<file path="config.mk">
export PLATFORM = sky130hd
export DESIGN_NAME = sw_word_loader
export DESIGN_NICKNAME = d
export VERILOG_FILES = /design/src/rtl/sw_loader_pkg.sv /design/src/rtl/sw_word_loader_debounce.sv /design/src/rtl/sw_word_loader.sv
export SDC_FILE = /design/constraint.sdc
export NUM_CORES = 1
export LEC_CHECK = 0
export CAP_MARGIN = 40
export CORE_MARGIN = 2
export CORE_UTILIZATION = 54
export CTS_CLUSTER_SIZE = 28
export DETAILED_ROUTE_END_ITERATION = 6
export PLACE_DENSITY = 0.83
export SLEW_MARGIN = 20
export SYNTH_ARGS = -nofsm -noshare
export SYNTH_HDL_FRONTEND = slang
export SYNTH_SLANG_ARGS = --single-unit
</file>
<file path="constraint.sdc">
create_clock -name clk -period 3.4 [get_ports clk]
set_input_delay 0.68 -clock clk [delete_from_list [all_inputs] [get_ports clk]]
set_output_delay 0.68 -clock clk [all_outputs]
set_load 0.02 [all_outputs]
</file>
<file path="src/rtl/sw_loader_pkg.sv">
// Shared types and constants for the switch/button word loader.
package sw_loader_pkg;
  typedef enum logic {
    COLLECT,
    PRESENT
  } state_t;

  localparam int unsigned LANES = 4;
  localparam int unsigned DEBOUNCE_DEF = 20;
endpackage

</file>
<file path="src/rtl/sw_word_loader_debounce.sv">
// Button front end: 2-flop sync, stability counter, rising-edge pulse.
module btn_debounce
  import sw_loader_pkg::*;
#(
  parameter int unsigned DEBOUNCE_CYCLES = DEBOUNCE_DEF
) (
  input  logic clk,
  input  logic rst,
  input  logic raw_in,
  output logic level,
  output logic rise_pulse
);
  localparam int unsigned CW = $clog2(DEBOUNCE_CYCLES + 1);

  logic          r_sync0;
  logic          r_sync1;
  logic          r_level;
  logic          r_level_d;
  logic [CW-1:0] r_cnt;

  always_ff @(posedge clk) begin
    if (rst) begin
      r_sync0   <= 1'b0;
      r_sync1   <= 1'b0;
      r_level   <= 1'b0;
      r_level_d <= 1'b0;
      r_cnt     <= '0;
    end else begin
      r_sync0   <= raw_in;
      r_sync1   <= r_sync0;
      r_level_d <= r_level;
      if (r_sync1 == r_level) begin
        r_cnt <= '0;
      end else if (r_cnt == CW'(DEBOUNCE_CYCLES)) begin
        // Accept only after the count has sat at the limit for an edge.
        r_level <= r_sync1;
        r_cnt   <= '0;
      end else begin
        r_cnt <= r_cnt + CW'(1);
      end
    end
  end

  assign level      = r_level;
  assign rise_pulse = r_level & ~r_level_d;
endmodule

</file>
<file path="src/rtl/sw_word_loader.sv">
// Assembles four switch bytes (LSB first) into a word on a valid/ready port.
module sw_word_loader
  import sw_loader_pkg::*;
#(
  parameter int unsigned DEBOUNCE_CYCLES = DEBOUNCE_DEF,
  parameter int unsigned ADDR_W = 5
) (
  input  logic              clk,
  input  logic              rst,
  input  logic [7:0]        SW,
  input  logic              BTN,
  output logic              wr_valid,
  input  logic              wr_ready,
  output logic [ADDR_W-1:0] wr_addr,
  output logic [31:0]       wr_data,
  output logic [1:0]        byte_idx,
  output logic              wrapped
);
  logic              w_level;
  logic              w_press;
  logic [7:0]        r_sw0;
  logic [7:0]        r_sw1;
  state_t            r_state;
  logic              r_valid;
  logic [ADDR_W-1:0] r_addr;
  logic [31:0]       r_data;
  logic [1:0]        r_idx;
  logic              r_wrapped;

  btn_debounce #(
    .DEBOUNCE_CYCLES(DEBOUNCE_CYCLES)
  ) u_btn (
    .clk       (clk),
    .rst       (rst),
    .raw_in    (BTN),
    .level     (w_level),
    .rise_pulse(w_press)
  );

  always_ff @(posedge clk) begin
    if (rst) begin
      r_sw0 <= '0;
      r_sw1 <= '0;
    end else begin
      r_sw0 <= SW;
      r_sw1 <= r_sw0;
    end
  end

  always_ff @(posedge clk) begin
    if (rst) begin
      r_state   <= COLLECT;
      r_valid   <= 1'b0;
      r_addr    <= '0;
      r_data    <= '0;
      r_idx     <= '0;
      r_wrapped <= 1'b0;
    end else begin
      unique case (r_state)
        COLLECT: begin
          if (w_press) begin
            r_data[8*r_idx +: 8] <= r_sw1;
            if (r_idx == 2'(LANES - 1)) begin
              r_idx   <= '0;
              r_valid <= 1'b1;
              r_state <= PRESENT;
            end else begin
              r_idx <= r_idx + 2'd1;
            end
          end
        end
        PRESENT: begin
          // Presses here are dropped, not queued.
          if (r_valid && wr_ready) begin
            r_valid <= 1'b0;
            r_addr  <= r_addr + ADDR_W'(1);
            if (&r_addr) r_wrapped <= 1'b1;
            r_state <= COLLECT;
          end
        end
        default: r_state <= COLLECT;
      endcase
    end
  end

  assign wr_valid = r_valid;
  assign wr_addr  = r_addr;
  assign wr_data  = r_data;
  assign byte_idx = r_idx;
  assign wrapped  = r_wrapped;
endmodule
</file>
==> Yosys cells after proc, flatten, opt, wreduce, memory -nomap -nowiden <==
Cells that the tools add are included.
{ "op_classes": {"reduce_logical": 7, "bitwise": 4, "eq_ne": 6, "n_mux": 10, "n_addsub": 4, "n_shift": 2} }
{ "op_table": {"columns": ["cell", "n"], "rows": [
  ["negator 5 -> 34 bit", 1],
  ["variable shift 8 x 34 -> 32 bit (first input constant)", 1],
  ["variable part select 8 x 34 -> 32 bit", 1],
  ["bitwise mux 32 bit", 1],
  ["adder 5 x 1 -> 5 bit (second input constant)", 2],
  ["AND reduction 7 bit", 1],
  ["2-to-1 mux 1 bit", 6],
  ["AND reduction 2 bit", 3],
  ["== test 5 bit (second input constant)", 1],
  ["!= test 2 x 1 -> 1 bit (second input constant)", 2],
  ["case mux 1 bit (2 select lines)", 2],
  ["NOT 1 bit", 3],
  ["AND reduction 3 bit", 1],
  ["OR reduction 3 bit", 1],
  ["adder 2 x 1 -> 2 bit (second input constant)", 1],
  ["== test 2 bit (second input constant)", 1],
  ["2-to-1 mux 2 bit", 1],
  ["!= test 2 bit (second input constant)", 1],
  ["AND 1 bit", 1],
  ["== test 1 bit", 1],
  ["logical AND 1 bit", 1]
]} }
{ "totals": {"output_inout_bits": 41, "word_cells": 46, "register_bits": 67} }

==> Longest topological paths before layout <==
Gate-level depths: netlist of run 1.
{ "logic_depth": {"word_depth": 4, "ltp_mapped": 6} }

==> Modules after synthesis <==
From an unflattened synthesis of run 1, not the netlist that was laid out.
{ "hier_totals": {"hier_cells": 242, "area_unflattened_um2": 2488.6} }
{ "modules_own_cells": {"columns": ["module", "n_inst", "area_each_um2", "cells_each", "seq_area_each_um2"], "rows": [
  ["sw_word_loader", 1, 2148.3, 209, 1161.1],
  ["btn_debounce", 1, 340.3, 33, 180.2]
]} }

==> Least setup slack after synthesis of run 1 <==
OpenSTA, ideal clock, no wires.
{ "synth_path": {"kind": "flip-flop to flip-flop", "start": "register r_idx[0], in the netlist byte_idx[0]", "end": "register r_data[16], in the netlist wr_data[16]", "path_buffers": 0, "required_ps": 3330, "arrival_ps": 1739, "synth_period_minus_slack_ps": 1809, "setup_slack_ps": 1591, "path_stages_with_launch": 6, "cell_sequence": "dfxtp_1 -> inv_1 -> ha_1 -> nor4b_4 -> nand3_1 -> a21oi_1"} }
{ "synth_via": {"elab_chain_len": 3} }
{ "synth_lines": {"columns": ["element", "line", "source"], "rows": [
  ["start: declaration", "sw_word_loader.sv:27", "logic [1:0] r_idx;"],
  ["start signal: assignment", "sw_word_loader.sv:68", "r_idx <= r_idx + 2'd1;"],
  ["negator 5 -> 34 bit (*)", "sw_word_loader.sv:62", "r_data[8*r_idx +: 8] <= r_sw1;"],
  ["variable part select 8 x 34 -> 32 bit / variable shift 8 x 34 -> 32 bit (equally long branches)", "sw_word_loader.sv:62", null],
  ["bitwise mux 32 bit (*)", "sw_word_loader.sv:62", null],
  ["end signal: indexed assignment", "sw_word_loader.sv:62", null],
  ["end: declaration", "sw_word_loader.sv:26", "logic [31:0] r_data;"]
]} }
Mark *: on every way between the ends. The rest lies on a longest branch, timed or not.
A chain may end at the register's enable or synchronous reset.

==> Worst setup path after layout of run 1 <==
{ "layout_path": {"start": "register r_idx[0], in the netlist byte_idx[0]", "end": "output port byte_idx[0]"} }
{ "layout_rtl": {"columns": ["element", "line", "source"], "rows": [
  ["end: declaration", "sw_word_loader.sv:16", "output logic [1:0] byte_idx,"]
]} }
No word-level cell between the ends.

==> impl_metrics.json, run 1 <==
{
  "outcome": "complete, no violations",
  "area_growth_pct": 26.2,
  "drive_gt1_frac": 0.0805,
  "synth_area_leader_cell": "dfxtp_1",
  "crit_path_end_kind": "output port",
  "multiInputGateArea_sq_um": 1130,
  "routed_wl_mm": 5.16,
  "synth_most_common_cell": "dfxtp_1",
  "fin_setup_tns_ns": 0,
  "utilization": 0.699,
  "path_max_fanout": 11,
  "die_h_um": 73.4,
  "crit_buf_inv": 1,
  "ys_top_cells_by_count": "dfxtp_1 (67), nand2_1 (37), a21oi_1 (36)",
  "postSynthAreaPerCell_sq_um": 9.52,
  "r2r-start": "byte_idx[0]",
  "drtPass1Iterations": 4,
  "yosysSeqAreaShare": 0.516,
  "worstHoldStart": "r_sw0[4]",
  "max_slew.worst_pin.slew_ns": 0.629,
  "grt_pass1_wl_mm": 8.73,
  "grt_use_met3": 0.0850,
  "clock_path_buffers": 2,
  "syn_area_sq_um": 2600,
  "grt_max_degree": 37,
  "nFillCells": 374,
  "final-seq-area_sq_um": 1340,
  "crit_required_ns": 2.72,
  "setup_viol": 0,
  "cts_htree_levels": 3,
  "antenna_found_initial": 0,
  "clk_pin_slew_ns": 0.06,
  "crit_type": "flop to output port",
  "synth_cells": 273,
  "async_flop_share": 0,
  "postCtsSetupBuffers": 0,
  "gr-total-overflow": 0,
  "maxCapViolCount": 0,
  "wl_per_cell_um": 13.7,
  "worstSetupStartpoint": "byte_idx[0]",
  "hold_buffers": 0,
  "insertion_delay_ns": 0.35,
  "start_util": 0.554,
  "vias": 2034,
  "critPathSlowestCell": "clkdlybuf4s50_1",
  "power.leakage_nw": 1.13,
  "row_count": 25,
  "cpPeakStageDelay_ns": 0.69,
  "cp_cell_sequence": "clkdlybuf4s50_1",
  "grt_use_met2": 0.324,
  "slew_viol_final": 0,
  "use_met1": 0.283,
  "drc": 0,
  "dr.first_iter.drc_count": 82,
  "vdd_drop_max_v": 0.000384,
  "ys_ff_latch": 67,
  "fin_skew_ns": 0.00735,
  "hpwl_mm": 3.44,
  "die_width_um": 73.4,
  "top_usage_layer": "met2",
  "finalCriticalPeriod_ns": 2.28,
  "worstPathArrival_ns": 1.60,
  "cts-resized-gates": 0,
  "port_buffers": 52,
  "grt_setup_unrepaired": "false",
  "synth_flop_cell": "dfxtp_1",
  "fin_crit_sh": 0.670,
  "nets": 339,
  "core-area_sq_um": 4690,
  "ant_nets": 0,
  "gp_congestion": 0.799,
  "synth_edf_count": 0,
  "numClockSinks": 67,
  "yosys-top-cells-area": "dfxtp_1 (52%), a21oi_1 (6.9%), nand3_1 (6.7%)",
  "slew_headroom": 0.581,
  "cts_tree": "built",
  "start_kind": "flop",
  "fmaxAchievable_mhz": 439,
  "synth_top_area_share": 0.516,
  "finalHoldViolCount": 0,
  "synth_nets": 294,
  "root_buffer": "clkbuf_8",
  "die_area_sq_um": 5380,
  "track_usage": 0.219,
  "hold_class": "flop to flop",
  "pin_count": 53,
  "yosysUniqueCellTypes": 31,
  "cts_buffers": 9,
  "n_antenna_cell": 0,
  "p_per_area_nw_per_um2": 450,
  "ys_warn_count": 0,
  "critical_path.top_delay_family": "buffers and inverters",
  "routed_via_density": 5.40,
  "grt_pass1_vias": 1898
}
[kinds of logic after synthesis]
family	share of synthesized area
muxes	0.0154
DFF	0.516
AOI/OAI and AO/OA	0.0766
adders and majority gates	0.0433
xor gates and xnor gates	0.0202
and+or+nand+nor	0.280
buffers and inverters	0.0481
[flip-flops by register name (all words and copies together) (netlist names)]
name,count
wr_valid,1
u_btn.r_sync1,1
wrapped,1
r_sw0,8
r_sw1,8
u_btn.r_sync0,1
wr_data,32
r_state,1
u_btn.level,1
wr_addr,5
u_btn.r_level_d,1
byte_idx,2
u_btn.r_cnt,5
[routing by layer]
| metal | share of wire | vias to the layer above |
|---|---|---|
| met5 | 0 | - |
| met4 | 0.015 | 0 |
| met3 | 0.047 | 9 |
| met2 | 0.47 | 54 |
| met1 | 0.47 | 960 |
| li1 | - | 1011 |
[area by class of cell]
class / instances / area share
Clock buffer: 11 / 0.0431
Clock inverter: 5 / 0.0160
Inverter: 6 / 0.00686
Multi-Input combinational cell: 181 / 0.345
Sequential cell: 67 / 0.409
Tap cell: 54 / 0.0206
Timing Repair Buffer: 53 / 0.159
[per-stage QoR]
step	total power (W)	hold WS [ns]	area, sq um	std cells	setup slack (ns)
final	0.00148	0.433	3280	377	1.12
after global routing	0.00152	0.455	3280	377	1.06
after CTS	0.00149	0.437	3280	377	1.11
after detailed placement	0.000855	0.421	3090	361	1.38
after global placement	0.000854	0.416	3090	361	1.42
after floorplan	0.000835	0.414	2600	273	1.59
[cells in the final DEF, fill, tap and decap left out, drive strengths merged]
cell	n
mux2i	4
nand2b	1
clkdlybuf4s50	51
nand2	37
nor4b	1
nand4bb	4
o32ai	1
inv	6
or3	3
ha	9
nor3b	2
nor2	12
clkbuf	11
nand4	1
xor2	4
clkinvlp	1
xnor2	2
and4bb	5
a21oi	36
bufinv	1
and3b	1
nor2b	19
clkinv	3
and4b	1
nand3	36
o21ai	2
buf	2
dfxtp	67
[path summary, 6_finish.rpt]
kind / endpoint / slack [ns] / cells after the start
hold / removal: r_sw1[4] / 0.43 / 1
setup reg to reg: wr_data[6] / 1.42 / 5
setup / recovery: byte_idx[0] / 1.12 / 1
hold reg to reg: r_sw1[4] / 0.43 / 1
[power by group]
group          internal [W]  leakage (nW)  total [W]  switching (W)
Combinational     0.0000177         0.490  0.0000337      0.0000160
Sequential         0.000795         0.543   0.000803     0.00000811
Clock              0.000355        0.0991   0.000640       0.000285
Total               0.00117          1.13    0.00148       0.000309
(Power assumes the default switching activity.)
==> run 2: changes to the inputs <==
--- a/config.mk
+++ b/config.mk
@@ -7,10 +7,10 @@
 export LEC_CHECK = 0
 export CAP_MARGIN = 40
 export CORE_MARGIN = 2
-export CORE_UTILIZATION = 54
+export CORE_UTILIZATION = 45
 export CTS_CLUSTER_SIZE = 28
 export DETAILED_ROUTE_END_ITERATION = 6
-export PLACE_DENSITY = 0.83
+export PLACE_DENSITY = 0.74
 export SLEW_MARGIN = 20
 export SYNTH_ARGS = -nofsm -noshare
 export SYNTH_HDL_FRONTEND = slang
==> constraint.sdc (replaced) <==
create_clock -name clk -period 1.94 [get_ports clk]
set_input_delay 0.388 -clock clk [delete_from_list [all_inputs] [get_ports clk]]
set_output_delay 0.388 -clock clk [all_outputs]
set_load 0.02 [all_outputs]
==> impl_metrics.json, run 2 (synthesis results as in run 1) <==
{
  "outcome": "complete, no violations",
  "utilization": 0.598,
  "area_growth_pct": 27.4,
  "grt_max_degree": 32,
  "rr_worst_depth": 5,
  "start_kind": "flop",
  "insertion_delay_ns": 0.34,
  "n_antenna_cell": 0,
  "cpPeakStageDelay_ns": 0.63,
  "hpwl_mm": 3.61,
  "root_buffer": "clkbuf_8",
  "reg2reg_to": "wr_data[2]",
  "drive_gt1_frac": 0.0862,
  "core-area_sq_um": 5540,
  "drc": 0,
  "fin_skew_ns": 0.00554,
  "hold_class": "input pin to flop",
  "setup_viol": 0,
  "wl_per_cell_um": 13.2,
  "wl_met3_um": 423,
  "clk_pin_slew_ns": 0.06,
  "hold_buffers": 0,
  "start_util": 0.469,
  "m1WireLength_mm": 2.26,
  "routed_wl_mm": 5.23,
  "die_width_um": 80.0,
  "slew_headroom": 0.670,
  "path_max_fanout": 10,
  "antenna_found_initial": 0,
  "r2r-start": "byte_idx[0]",
  "finalHoldViolCount": 0,
  "routed.top_layer": "met4",
  "grt_pass1_vias": 1799,
  "critPathCapture": "byte_idx[0]",
  "max_slew.worst_pin.slew_ns": 0.495,
  "die_h_um": 80.0,
  "crit_type": "flop to output port",
  "fin_crit_sh": 0.964,
  "crit_path_end_kind": "output port",
  "gp_congestion": 0.782,
  "worstSetupStartpoint": "byte_idx[0]",
  "clock_path_buffers": 2,
  "vias": 1989,
  "port_buffers": 52,
  "grt_pass1_wl_mm": 8.44,
  "largest_register_ff_count": 32,
  "pin_count": 53,
  "nets": 342,
  "final_cell_mix": "dfxtp_1 (67), clkdlybuf4s50_1 (51), nand2_1 (37)",
  "worstPathArrival_ns": 1.48,
  "finalCriticalPeriod_ns": 1.87,
  "dr.first_iter.drc_count": 110,
  "multiInputGateArea_sq_um": 1130,
  "critPathSlowestCell": "clkdlybuf4s50_1",
  "p_per_area_nw_per_um2": 755,
  "slew_viol_final": 0,
  "drtPass1Iterations": 4,
  "nFillCells": 511,
  "power.leakage_nw": 1.14,
  "final-seq-area_sq_um": 1340,
  "met2_length_mm": 2.45,
  "mostFrequentLayoutCell": "dfxtp_1",
  "crit_required_ns": 1.55,
  "row_count": 27,
  "maxCapViolCount": 0,
  "fin_setup_tns_ns": 0,
  "cts_buffers": 9,
  "numClockSinks": 67,
  "grt_setup_unrepaired": "false",
  "cts_tree": "built",
  "cts-resized-gates": 0,
  "cp_cell_sequence": "buf_4, clkdlybuf4s50_1",
  "routed_via_density": 5.01,
  "die_area_sq_um": 6400,
  "vdd_drop_max_v": 0.000501,
  "r2r_setup_slack_ns": 0.30,
  "ant_nets": 0,
  "gr-total-overflow": 0,
  "track_usage": 0.176,
  "postCtsSetupBuffers": 0,
  "cts_htree_levels": 3,
  "fmaxAchievable_mhz": 535
}
-- run 2: cell types whose count changed in the layout (fill, tap and decap cells not counted) --
cell / delta
clkinv_2: -1
clkbuf_8: +2
bufinv_16: -1
buf_4: +3
clkinvlp_4: -1
-- run 2: metal layers --
metal / up-vias / global-route usage
met3: 10 / 0.0566
met1: 903 / 0.227
met4: 0 / 0.102
li1: 1013 / -
met2: 63 / 0.257
met5: - / 0
-- run 2: power breakdown --
group          internal, W  leakage, nW  switching [W]  total (W)
clock             0.000557       0.0953       0.000475    0.00103
combinational    0.0000323        0.506      0.0000279  0.0000602
sequential         0.00139        0.543      0.0000148    0.00141
total              0.00198         1.14       0.000518    0.00250
-- run 2: critical path, delay by kind of cell, from the launching register on --
| family | cells | cell delay, ns |
|---|---|---|
| buf+inv | 2 | 0.81 |
| flops | 1 | 0.33 |
-- run 2: how the worst min path moves through the flow --
stage	cells after the start	from	endpoint
floorplan	1	r_sw0[0]	r_sw1[0]
detailed placement	1	u_btn.r_sync0	u_btn.r_sync1
finish	2	rst	wr_addr[0]
global route	2	rst	byte_idx[0]
global placement	1	r_sw0[2]	r_sw1[2]
CTS	2	rst	wr_addr[0]
-- run 2: area by class of cell --
type                    count  share of cell area
inverters                   6             0.00680
flip-flops and latches     67               0.405
clock inverters             2             0.00302
well taps                  72              0.0272
multi-input cells         181               0.342
clock buffers              13              0.0510
repair buffers             56               0.165
-- run 2: metrics by stage --
| stage | cells | cell area [sq um] | hold slack, ns | setup WS (ns) | power, W |
|---|---|---|---|---|---|
| after floorplan | 273 | 2600 | 0.414 | 0.131 | 0.00146 |
| after global placement | 382 | 3130 | 0.418 | 0.249 | 0.00150 |
| after detailed placement | 382 | 3130 | 0.420 | 0.208 | 0.00150 |
| after CTS | 397 | 3310 | 0.367 | 0.0478 | 0.00253 |
| after global routing | 397 | 3310 | 0.382 | 0.00956 | 0.00258 |
| final | 397 | 3310 | 0.381 | 0.0700 | 0.00250 |
==> run 3: changes to the inputs <==
--- a/config.mk
+++ b/config.mk
@@ -5,11 +5,12 @@
 export SDC_FILE = /design/constraint.sdc
 export NUM_CORES = 1
 export LEC_CHECK = 0
-export CAP_MARGIN = 40
+export CAP_MARGIN = 20
 export CORE_MARGIN = 2
 export CORE_UTILIZATION = 45
 export CTS_CLUSTER_SIZE = 28
 export DETAILED_ROUTE_END_ITERATION = 6
+export HOLD_SLACK_MARGIN = 0.15
 export PLACE_DENSITY = 0.74
 export SLEW_MARGIN = 20
 export SYNTH_ARGS = -nofsm -noshare
==> results of run 3 <==
No change in the layout: final DEF, timing and power equal those of run 2.
